<file path="config.mk">
export PLATFORM = sky130hd
export DESIGN_NAME = n3_ctrl
export DESIGN_NICKNAME = d
export VERILOG_FILES = /design/src/rtl/n3_ctrl.sv
export SDC_FILE = /design/constraint.sdc
export NUM_CORES = 1
export LEC_CHECK = 0
export CORE_ASPECT_RATIO = 0.8
export CORE_MARGIN = 2
export CORE_UTILIZATION = 57
export CTS_CLUSTER_DIAMETER = 50
export DETAILED_ROUTE_END_ITERATION = 6
export DONT_BUFFER_PORTS = 1
export MAX_ROUTING_LAYER = met4
export PLACE_DENSITY = 0.79
export SLEW_MARGIN = 10
export SYNTH_ARGS = -nofsm -noshare
export SYNTH_HDL_FRONTEND = slang
export SYNTH_SLANG_ARGS = --single-unit
</file>
<file path="constraint.sdc">
create_clock -name clk -period 2.4 [get_ports clk]
set_input_delay 0.48 -clock clk [delete_from_list [all_inputs] [get_ports clk]]
set_output_delay 0.48 -clock clk [all_outputs]
set_load 0.05 [all_outputs]
</file>
<file path="src/rtl/n3_ctrl.sv">
// Control block for the n3 sigmoid datapath: coefficient table loading,
// credit-based sample issue, and a small result FIFO that absorbs datapath latency.
module n3_ctrl #(
    parameter int BIT_WIDTH  = 16,
    parameter int NUM_SEG    = 16,
    parameter int PIPE_LAT   = 2,
    parameter int FIFO_DEPTH = 4
) (
    input  logic                       clk,
    input  logic                       rst_n,
    input  logic                       i_cfg_start,
    input  logic                       i_cfg_valid,
    input  logic [2*BIT_WIDTH-1:0]     i_cfg_data,
    output logic                       o_cfg_ready,
    output logic                       o_cfg_done,
    input  logic                       i_x_valid,
    input  logic [BIT_WIDTH-1:0]       i_x,
    output logic                       o_x_ready,
    output logic [BIT_WIDTH-1:0]       o_n3_x,
    output logic [2*BIT_WIDTH-1:0]     o_n3_coef,
    output logic [$clog2(NUM_SEG)-1:0] o_n3_coef_addr,
    output logic                       o_n3_load_coef,
    input  logic [BIT_WIDTH-1:0]       i_n3_y,
    output logic                       o_y_valid,
    output logic [BIT_WIDTH-1:0]       o_y,
    input  logic                       i_y_ready
);
    localparam int AW = $clog2(NUM_SEG);
    localparam int PW = (FIFO_DEPTH > 1) ? $clog2(FIFO_DEPTH) : 1;
    localparam int CW = $clog2(FIFO_DEPTH + PIPE_LAT + 1) + 1;

    localparam logic [1:0] ST_UNCFG = 2'd0;
    localparam logic [1:0] ST_LOAD  = 2'd1;
    localparam logic [1:0] ST_RUN   = 2'd2;
    localparam logic [1:0] ST_DRAIN = 2'd3;

    logic [1:0]           state;
    logic [AW-1:0]        seg_cnt;
    logic [PIPE_LAT-1:0]  vld_p;
    logic [BIT_WIDTH-1:0] fifo_mem [FIFO_DEPTH];
    logic [PW-1:0]        wr_ptr;
    logic [PW-1:0]        rd_ptr;
    logic [CW-1:0]        fifo_cnt;
    logic [CW-1:0]        inflight;
    logic [CW-1:0]        credit_used;
    logic                 coef_wr;
    logic                 x_hs;
    logic                 y_push;
    logic                 y_pop;

    // Samples issued to the datapath whose result has not yet landed in the FIFO.
    always_comb begin
        inflight = '0;
        for (int i = 0; i < PIPE_LAT; i++) begin
            inflight = inflight + CW'(vld_p[i]);
        end
        credit_used = fifo_cnt + inflight;
    end

    always_comb begin
        o_cfg_ready    = (state == ST_LOAD);
        coef_wr        = o_cfg_ready & i_cfg_valid;
        o_n3_load_coef = coef_wr;
        o_n3_coef      = coef_wr ? i_cfg_data : '0;
        o_n3_coef_addr = coef_wr ? seg_cnt : '0;
        // A reload request withdraws readiness in the same cycle it is raised.
        o_cfg_done     = (state == ST_RUN) & ~i_cfg_start;
        o_x_ready      = o_cfg_done & (credit_used < CW'(FIFO_DEPTH));
        x_hs           = o_x_ready & i_x_valid;
        o_n3_x         = x_hs ? i_x : '0;
        y_push         = vld_p[PIPE_LAT-1];
        o_y_valid      = (fifo_cnt != '0);
        y_pop          = o_y_valid & i_y_ready;
        o_y            = o_y_valid ? fifo_mem[rd_ptr] : '0;
    end

    always_ff @(posedge clk) begin
        if (!rst_n) begin
            state   <= ST_UNCFG;
            seg_cnt <= '0;
        end else begin
            case (state)
                ST_UNCFG: begin
                    if (i_cfg_start) begin
                        state   <= ST_LOAD;
                        seg_cnt <= '0;
                    end
                end
                ST_LOAD: begin
                    if (coef_wr) begin
                        seg_cnt <= seg_cnt + AW'(1);
                        if (seg_cnt == AW'(NUM_SEG - 1)) begin
                            state <= ST_RUN;
                        end
                    end
                end
                ST_RUN: begin
                    if (i_cfg_start) begin
                        state <= ST_DRAIN;
                    end
                end
                default: begin
                    // Results still in flight must land before the table may change.
                    if (inflight == '0) begin
                        state   <= ST_LOAD;
                        seg_cnt <= '0;
                    end
                end
            endcase
        end
    end

    // Issue stage -> datapath result stage
    always_ff @(posedge clk) begin
        if (!rst_n) begin
            vld_p <= '0;
        end else begin
            vld_p[0] <= x_hs;
            for (int i = 1; i < PIPE_LAT; i++) begin
                vld_p[i] <= vld_p[i-1];
            end
        end
    end

    always_ff @(posedge clk) begin
        if (!rst_n) begin
            wr_ptr   <= '0;
            rd_ptr   <= '0;
            fifo_cnt <= '0;
        end else begin
            if (y_push) begin
                wr_ptr <= wr_ptr + PW'(1);
            end
            if (y_pop) begin
                rd_ptr <= rd_ptr + PW'(1);
            end
            case ({y_push, y_pop})
                2'b10:   fifo_cnt <= fifo_cnt + CW'(1);
                2'b01:   fifo_cnt <= fifo_cnt - CW'(1);
                default: fifo_cnt <= fifo_cnt;
            endcase
        end
    end

    always_ff @(posedge clk) begin
        if (y_push) begin
            fifo_mem[wr_ptr] <= i_n3_y;
        end
    end

endmodule

</file>
==> results of run 1 <==
[cell usage in the layout, fill, tap and decap left out, drive strengths merged, types with 3 or more instances in the layout]
cell type   n
a21oi       6
and2       25
and3       54
buf        63
bufinv      3
clkbuf     10
dfxtp      18
edfxtp     64
ha         15
inv         8
mux2i       5
mux4       16
nand2       8
nand2b      4
nand3       4
nand4       3
nor2       11
xor2        4
[worst max-delay path: cells and delay by family, from the launching register on]
| family | cells | cell delay, ns |
|---|---|---|
| flip-flops | 1 | 0.36 |
| buffers and inverters | 2 | 0.24 |
| AND/OR/NAND/NOR | 2 | 0.41 |
| adder cells (fa/ha/maj) | 2 | 0.40 |
| multiplexers | 1 | 0.22 |
| AO/OA/AOI/OAI | 1 | 0.17 |
[sequential cells by signal (all words and copies together) (netlist names), named ones only]
| register | flops |
|---|---|
| fifo_cnt | 4 |
| fifo_mem | 64 |
| rd_ptr | 2 |
| seg_cnt | 4 |
| state | 2 |
| vld_p | 2 |
| wr_ptr | 2 |
[kinds of logic (layout without fill, tap and decap cells)]
kind of cell / count (synthesis) / in the layout / share of synthesized area, %
and+or+nand+nor: 118 / 118 / 18.0
AOI/OAI and AO/OA: 15 / 15 / 2.40
adders and majority gates: 15 / 15 / 4.87
muxes: 22 / 22 / 10.9
DFF: 82 / 82 / 59.2
xor gates and xnor gates: 6 / 6 / 1.56
buffers and inverters: 25 / 86 / 2.96
[routing by layer]
metal  share of wire (%)  vias to the layer above
met2                  55                      157
met5                   0                        -
li1                    -                     1167
met1                  35                     1234
met4                 2.1                        0
met3                 7.6                       18
[repair_timing]
| item | 4_1_cts | 5_1_grt |
|---|---|---|
| setup buffers | 3 | 2 |
| resized for setup | 24 | 8 |
| hold buffers | 0 | 0 |
| endpoints found under the setup margin | 17 | 37 |
| pin swaps | 19 | 10 |
| cloned | 2 | 0 |
[where the power goes]
group          switching, mW  internal, mW
sequential            0.0331          1.56
clock                  0.497         0.695
combinational          0.877         0.639
total                   1.41          2.89
[path summary, 6_finish.rpt]
kind / from / to / slack, ns / depth (start not counted)
max: vld_p[1] / o_n3_x[15] / -0.24 / 8
min reg2reg: seg_cnt[1] / seg_cnt[1] / 0.50 / 2
min: i_n3_y[1] / fifo_mem[2][1] / 0.21 / 0
max reg2reg: fifo_cnt[1] / fifo_cnt[2] / 0.04 / 9
[final cells by class]
cell class	instances	area (µm²)	area share, %
repair buffers	63	1090	20.4
clock buffers	10	128	2.38
multi-input cells	176	1610	30.0
inverters	7	26.3	0.490
clock inverters	6	113	2.10
flip-flops and latches	82	2290	42.7
well taps	84	105	1.96
==> flow_summary.toml, run 1 <==
[synthesis]
synth.avg_cell_area_um2 = 13.6
synthTopCellsByArea = "edfxtp_1 50%, dfxtp_1 9.4%, mux4_2 9.4%"
seq_area_frac_synth_pct = 59.2
synth_cells = 283
syn_area_um2 = 3850
yosysMostFrequentCell = "edfxtp_1"
synthTopCellsByCount = "64 x edfxtp_1, 54 x and3_1, 24 x and2_1"
syn-num-nets = 368
synth_warnings = 0
yosysTopAreaCell = "edfxtp_1"
yosysUniqueCellTypes = 38
synth_edf_count = 64
synthFlopType = "edfxtp_1"
synthDominantCellAreaShare_pct = 49.9
ys_async_sr_fraction_pct = 0
ys_seq_elements = 82

[outcome]
failed_checks = "setup timing"
outcome = "complete, but fails checks"

[route]
vias_per_cell = 6.02
drtIter0Drc = 161
drt_first_pass_iters = 4
antenna_left = 0
wl_mm = 9.52
drc_errors = 0
via_count = 2576
wl_per_cell_um = 22.2

[global_routing]
antenna_found_initial = 0
grt_pass1_vias = 2602
use_met1_pct = 29.8
met3_usage_pct = 7.77
overflow = 0
grt_max_degree = 45
grt_usage_pct = 27.0
grt-busiest-layer = "met2"
use_met2_pct = 46.9
grt_pass1_wl_mm = 14.0

[timing]
fmax_mhz = 379
slew_violations = 0
period_share_pct = 110
period_minus_slack_ns = 2.64
whs_ns = 0.210
hold_viol_final = 0
fin_skew_ns = 0.0177
rsz0062_at_grt = "true"
slew_headroom_pct = 44.7
fin_setup_tns_ns = -3.66
setup_ws_ns = -0.238
setup_viol = 17
worst_slew_pin_slew_ns = 0.830

[floorplan]
die_w_um = 95.9
dieArea_um2 = 7440
core-area_um2 = 6470
start_util_pct = 59.5
fp-row-count = 26
ioPinCount = 143
die_y_um = 77.5

[clocking]
clock-sinks = 82
cts_buffers = 9
cts_tree = "built"
clk_pin_slew_ns = 0.09
cts.path.max_buffers = 2
cts_max_level = 3
cts_root_buffer = "clkbuf_8"
insertion_delay_ns = 0.36

[placed_design]
portBuffers = 0
dp_slack_ns = 0.0264
place.gp.congestion = 0.856
place_area_um2 = 4930
dp_hpwl_mm = 6.22
dp.cells = 407

[worst_setup_path]
crit_fanout = 5
worstSetupEndpointType = "output pin"
crit_slowest_cell = "dfxtp_4"
worstSetupPathType = "reg -> out"
crit_arrival_ns = 2.16
path_cells = "ha_4, ha_4, a31oi_4, mux2i_1, and2_4, buf_12, and3_4, buf_12"
crit_path_start_kind = "flop"
critPathRequiredTime_ns = 1.92
max_stage_delay_ns = 0.36

[pwr]
p_leak_nw = 2.04
vdd_drop_max_mv = 0.639
power.density_nw_per_um2 = 801
total_power_mw = 4.30

[finish]
nets = 424
nFillCells = 290
drive_above_1_share_pct = 37.8
postLayoutCellArea_um2 = 5360
fin_util_pct = 82.9
syn_to_final_growth_pct = 39.2
final_cells = 428
n_antenna_cell = 0

[worst_hold_path]
min_path_type = "in -> reg"

[run]
cap_violations = 0
Note: power is estimated with default switching activity, not from simulation.
==> run 2, diff against run 1 <==
--- a/config.mk
+++ b/config.mk
@@ -5,14 +5,16 @@
 export SDC_FILE = /design/constraint.sdc
 export NUM_CORES = 1
 export LEC_CHECK = 0
+export CELL_PAD_IN_SITES_DETAIL_PLACEMENT = 1
+export CELL_PAD_IN_SITES_GLOBAL_PLACEMENT = 1
 export CORE_ASPECT_RATIO = 0.8
 export CORE_MARGIN = 2
-export CORE_UTILIZATION = 57
+export CORE_UTILIZATION = 44
 export CTS_CLUSTER_DIAMETER = 50
 export DETAILED_ROUTE_END_ITERATION = 6
 export DONT_BUFFER_PORTS = 1
 export MAX_ROUTING_LAYER = met4
-export PLACE_DENSITY = 0.79
+export PLACE_DENSITY = 0.78
 export SLEW_MARGIN = 10
 export SYNTH_ARGS = -nofsm -noshare
 export SYNTH_HDL_FRONTEND = slang
==> run 2 against run 1 <==
Effect of this change: the run still ends with setup timing left; via count is 0.27% higher; combinational power barely moved; setup slack better by 0.045 ns; routed wire length grew 8.7%; sequential power barely moved; first-iteration DRC count decreased by 34%; sequential share of layout area grew 0.090 points; global-route usage is 3.6 points lower; maximum frequency grew 1.7%; critical path depth unchanged; non-clock buffer count grew 2; power fell by 5.4%.
==> flow_summary.toml, run 2 (synthesized netlist as in run 1, its figures left out) <==
[outcome]
outcome = "complete, but fails checks"
failed_checks = "setup timing"

[route]
vias_per_cell = 5.64
drtIter0Drc = 106
via_count = 2583
drc_errors = 0
wl_mm = 10.4
wl_per_cell_um = 22.6
drt_first_pass_iters = 4
antenna_left = 0

[clocking]
cts_tree = "built"
insertion_delay_ns = 0.35
cts_buffers = 9
cts.path.max_buffers = 2
cts_root_buffer = "clkbuf_8"
cts_max_level = 3
clk_pin_slew_ns = 0.08
clock-sinks = 82

[worst_hold_path]
min_path_type = "in -> reg"

[run]
cap_violations = 0

[timing]
setup_viol = 17
worst_slew_pin_slew_ns = 0.549
fin_skew_ns = 0.00768
slew_violations = 0
setup_ws_ns = -0.193
fmax_mhz = 386
fin_setup_tns_ns = -2.90
period_share_pct = 108
hold_viol_final = 0
rsz0062_at_grt = "true"
slew_headroom_pct = 63.7
period_minus_slack_ns = 2.59

[worst_setup_path]
worstSetupEndpointType = "output pin"
crit_fanout = 5
crit_path_start_kind = "flop"
worstSetupPathType = "reg -> out"
critPathRequiredTime_ns = 1.92
crit_arrival_ns = 2.11

[floorplan]
start_util_pct = 45.4
dieArea_um2 = 9520
die_y_um = 87.7
die_w_um = 109
fp-row-count = 30
ioPinCount = 143
core-area_um2 = 8480

[placed_design]
place.gp.congestion = 0.861
dp_hpwl_mm = 6.99
portBuffers = 0

[finish]
n_antenna_cell = 0
layout_commonest_cell = "edfxtp_1"
final_cell_mix = "64 x edfxtp_1, 46 x buf_12, 38 x and3_1, 23 x and2_1"
syn_to_final_growth_pct = 39.2
largest_register = "fifo_mem"
nets = 426
largest_reg_flops = 64
reg_top3 = "fifo_mem: 64 flops, fifo_cnt: 4 flops, seg_cnt: 4 flops"
fin_util_pct = 63.2
nFillCells = 811
drive_above_1_share_pct = 38.2

[pwr]
vdd_drop_max_mv = 0.431
p_leak_nw = 2.02
power.density_nw_per_um2 = 758

[global_routing]
grt_max_degree = 45
grt_pass1_wl_mm = 15.7
antenna_found_initial = 0
grt_usage_pct = 23.4
overflow = 0
grt_pass1_vias = 2857
## run 2: layer usage
metal / vias to the layer above / track usage, % / routed length, µm
met5: - / - / 0
met4: 0 / 5.83 / 97
met3: 9 / 6.62 / 703
met2: 103 / 42.5 / 5720
met1: 1302 / 25.3 / 3830
li1: 1169 / - / -
## run 2: layout make-up
type                    instances  area, µm²  area share, %
repair buffers                 65       1090           20.4
flip-flops and latches         82       2290           42.8
well taps                     112        140           2.61
clock buffers                  10        128           2.38
multi-input cells             176       1610           30.1
inverters                       7       26.3          0.490
clock inverters                 6       67.6           1.26
## run 2: final timing paths
| kind | endpoint | startpoint | depth (start not counted) | slack (ns) |
|---|---|---|---|---|
| max | o_n3_x[1] | vld_p[1] | 8 | -0.19 |
| min | fifo_mem[1][3] | i_n3_y[3] | 0 | 0.22 |
| max reg2reg | fifo_cnt[2] | fifo_cnt[1] | 9 | 0.07 |
| min reg2reg | seg_cnt[1] | seg_cnt[1] | 2 | 0.53 |
## run 2: worst max-delay path, stage by stage, from the launching register on
cell and delay [ns]:
dfxtp_4 0.37, ha_4 0.16, ha_4 0.21, a31oi_4 0.16, mux2i_1 0.21, and2_4 0.22, buf_6 0.13, and3_4 0.18
buf_12 0.13
## run 2: repair_timing
item | CTS | global route
gates resized for setup | 21 | 11
pin swaps | 13 | 15
setup buffers | 2 | 3
hold buffers | 0 | 0
endpoints found under the setup margin | 17 | 18
gates cloned | 2 | 0
## run 2: report_power, final
group          internal, mW  switching (mW)  total [mW]
combinational         0.637           0.864        1.50
sequential             1.56          0.0371        1.59
clock                 0.483           0.487       0.970
## run 2: through the flow
stage / setup WS [ns] / instances / power (mW) / cell area, µm² / hold slack (ns)
final: -0.193 / 458 / 4.06 / 5360 / 0.221
after CTS: -0.241 / 457 / 4.11 / 5360 / 0.204
after detailed placement: 0.0645 / 437 / 3.07 / 4980 / 0.495
after global placement: 0.112 / 437 / 3.04 / 4980 / 0.452
after floorplan: 0.00816 / 283 / 2.50 / 3910 / 0.441
after global routing: -0.289 / 458 / 4.21 / 5360 / 0.201
==> run 3, diff against run 2 <==
==> config.mk (replaced) <==
export PLATFORM = sky130hd
export DESIGN_NAME = n3_ctrl
export DESIGN_NICKNAME = d
export VERILOG_FILES = /design/src/rtl/n3_ctrl.sv
export SDC_FILE = /design/constraint.sdc
export NUM_CORES = 1
export LEC_CHECK = 0
export CORE_ASPECT_RATIO = 0.8
export CORE_MARGIN = 2
export CORE_UTILIZATION = 57
export CTS_CLUSTER_DIAMETER = 50
export DETAILED_ROUTE_END_ITERATION = 6
export DONT_BUFFER_PORTS = 1
export MAX_ROUTING_LAYER = met4
export PLACE_DENSITY = 0.79
export SLEW_MARGIN = 10
export SYNTH_ARGS = -nofsm -noshare
export SYNTH_HDL_FRONTEND = slang
export SYNTH_SLANG_ARGS = --single-unit
==> results of run 3 <==
No change in the layout: final DEF, timing and power equal those of run 1.
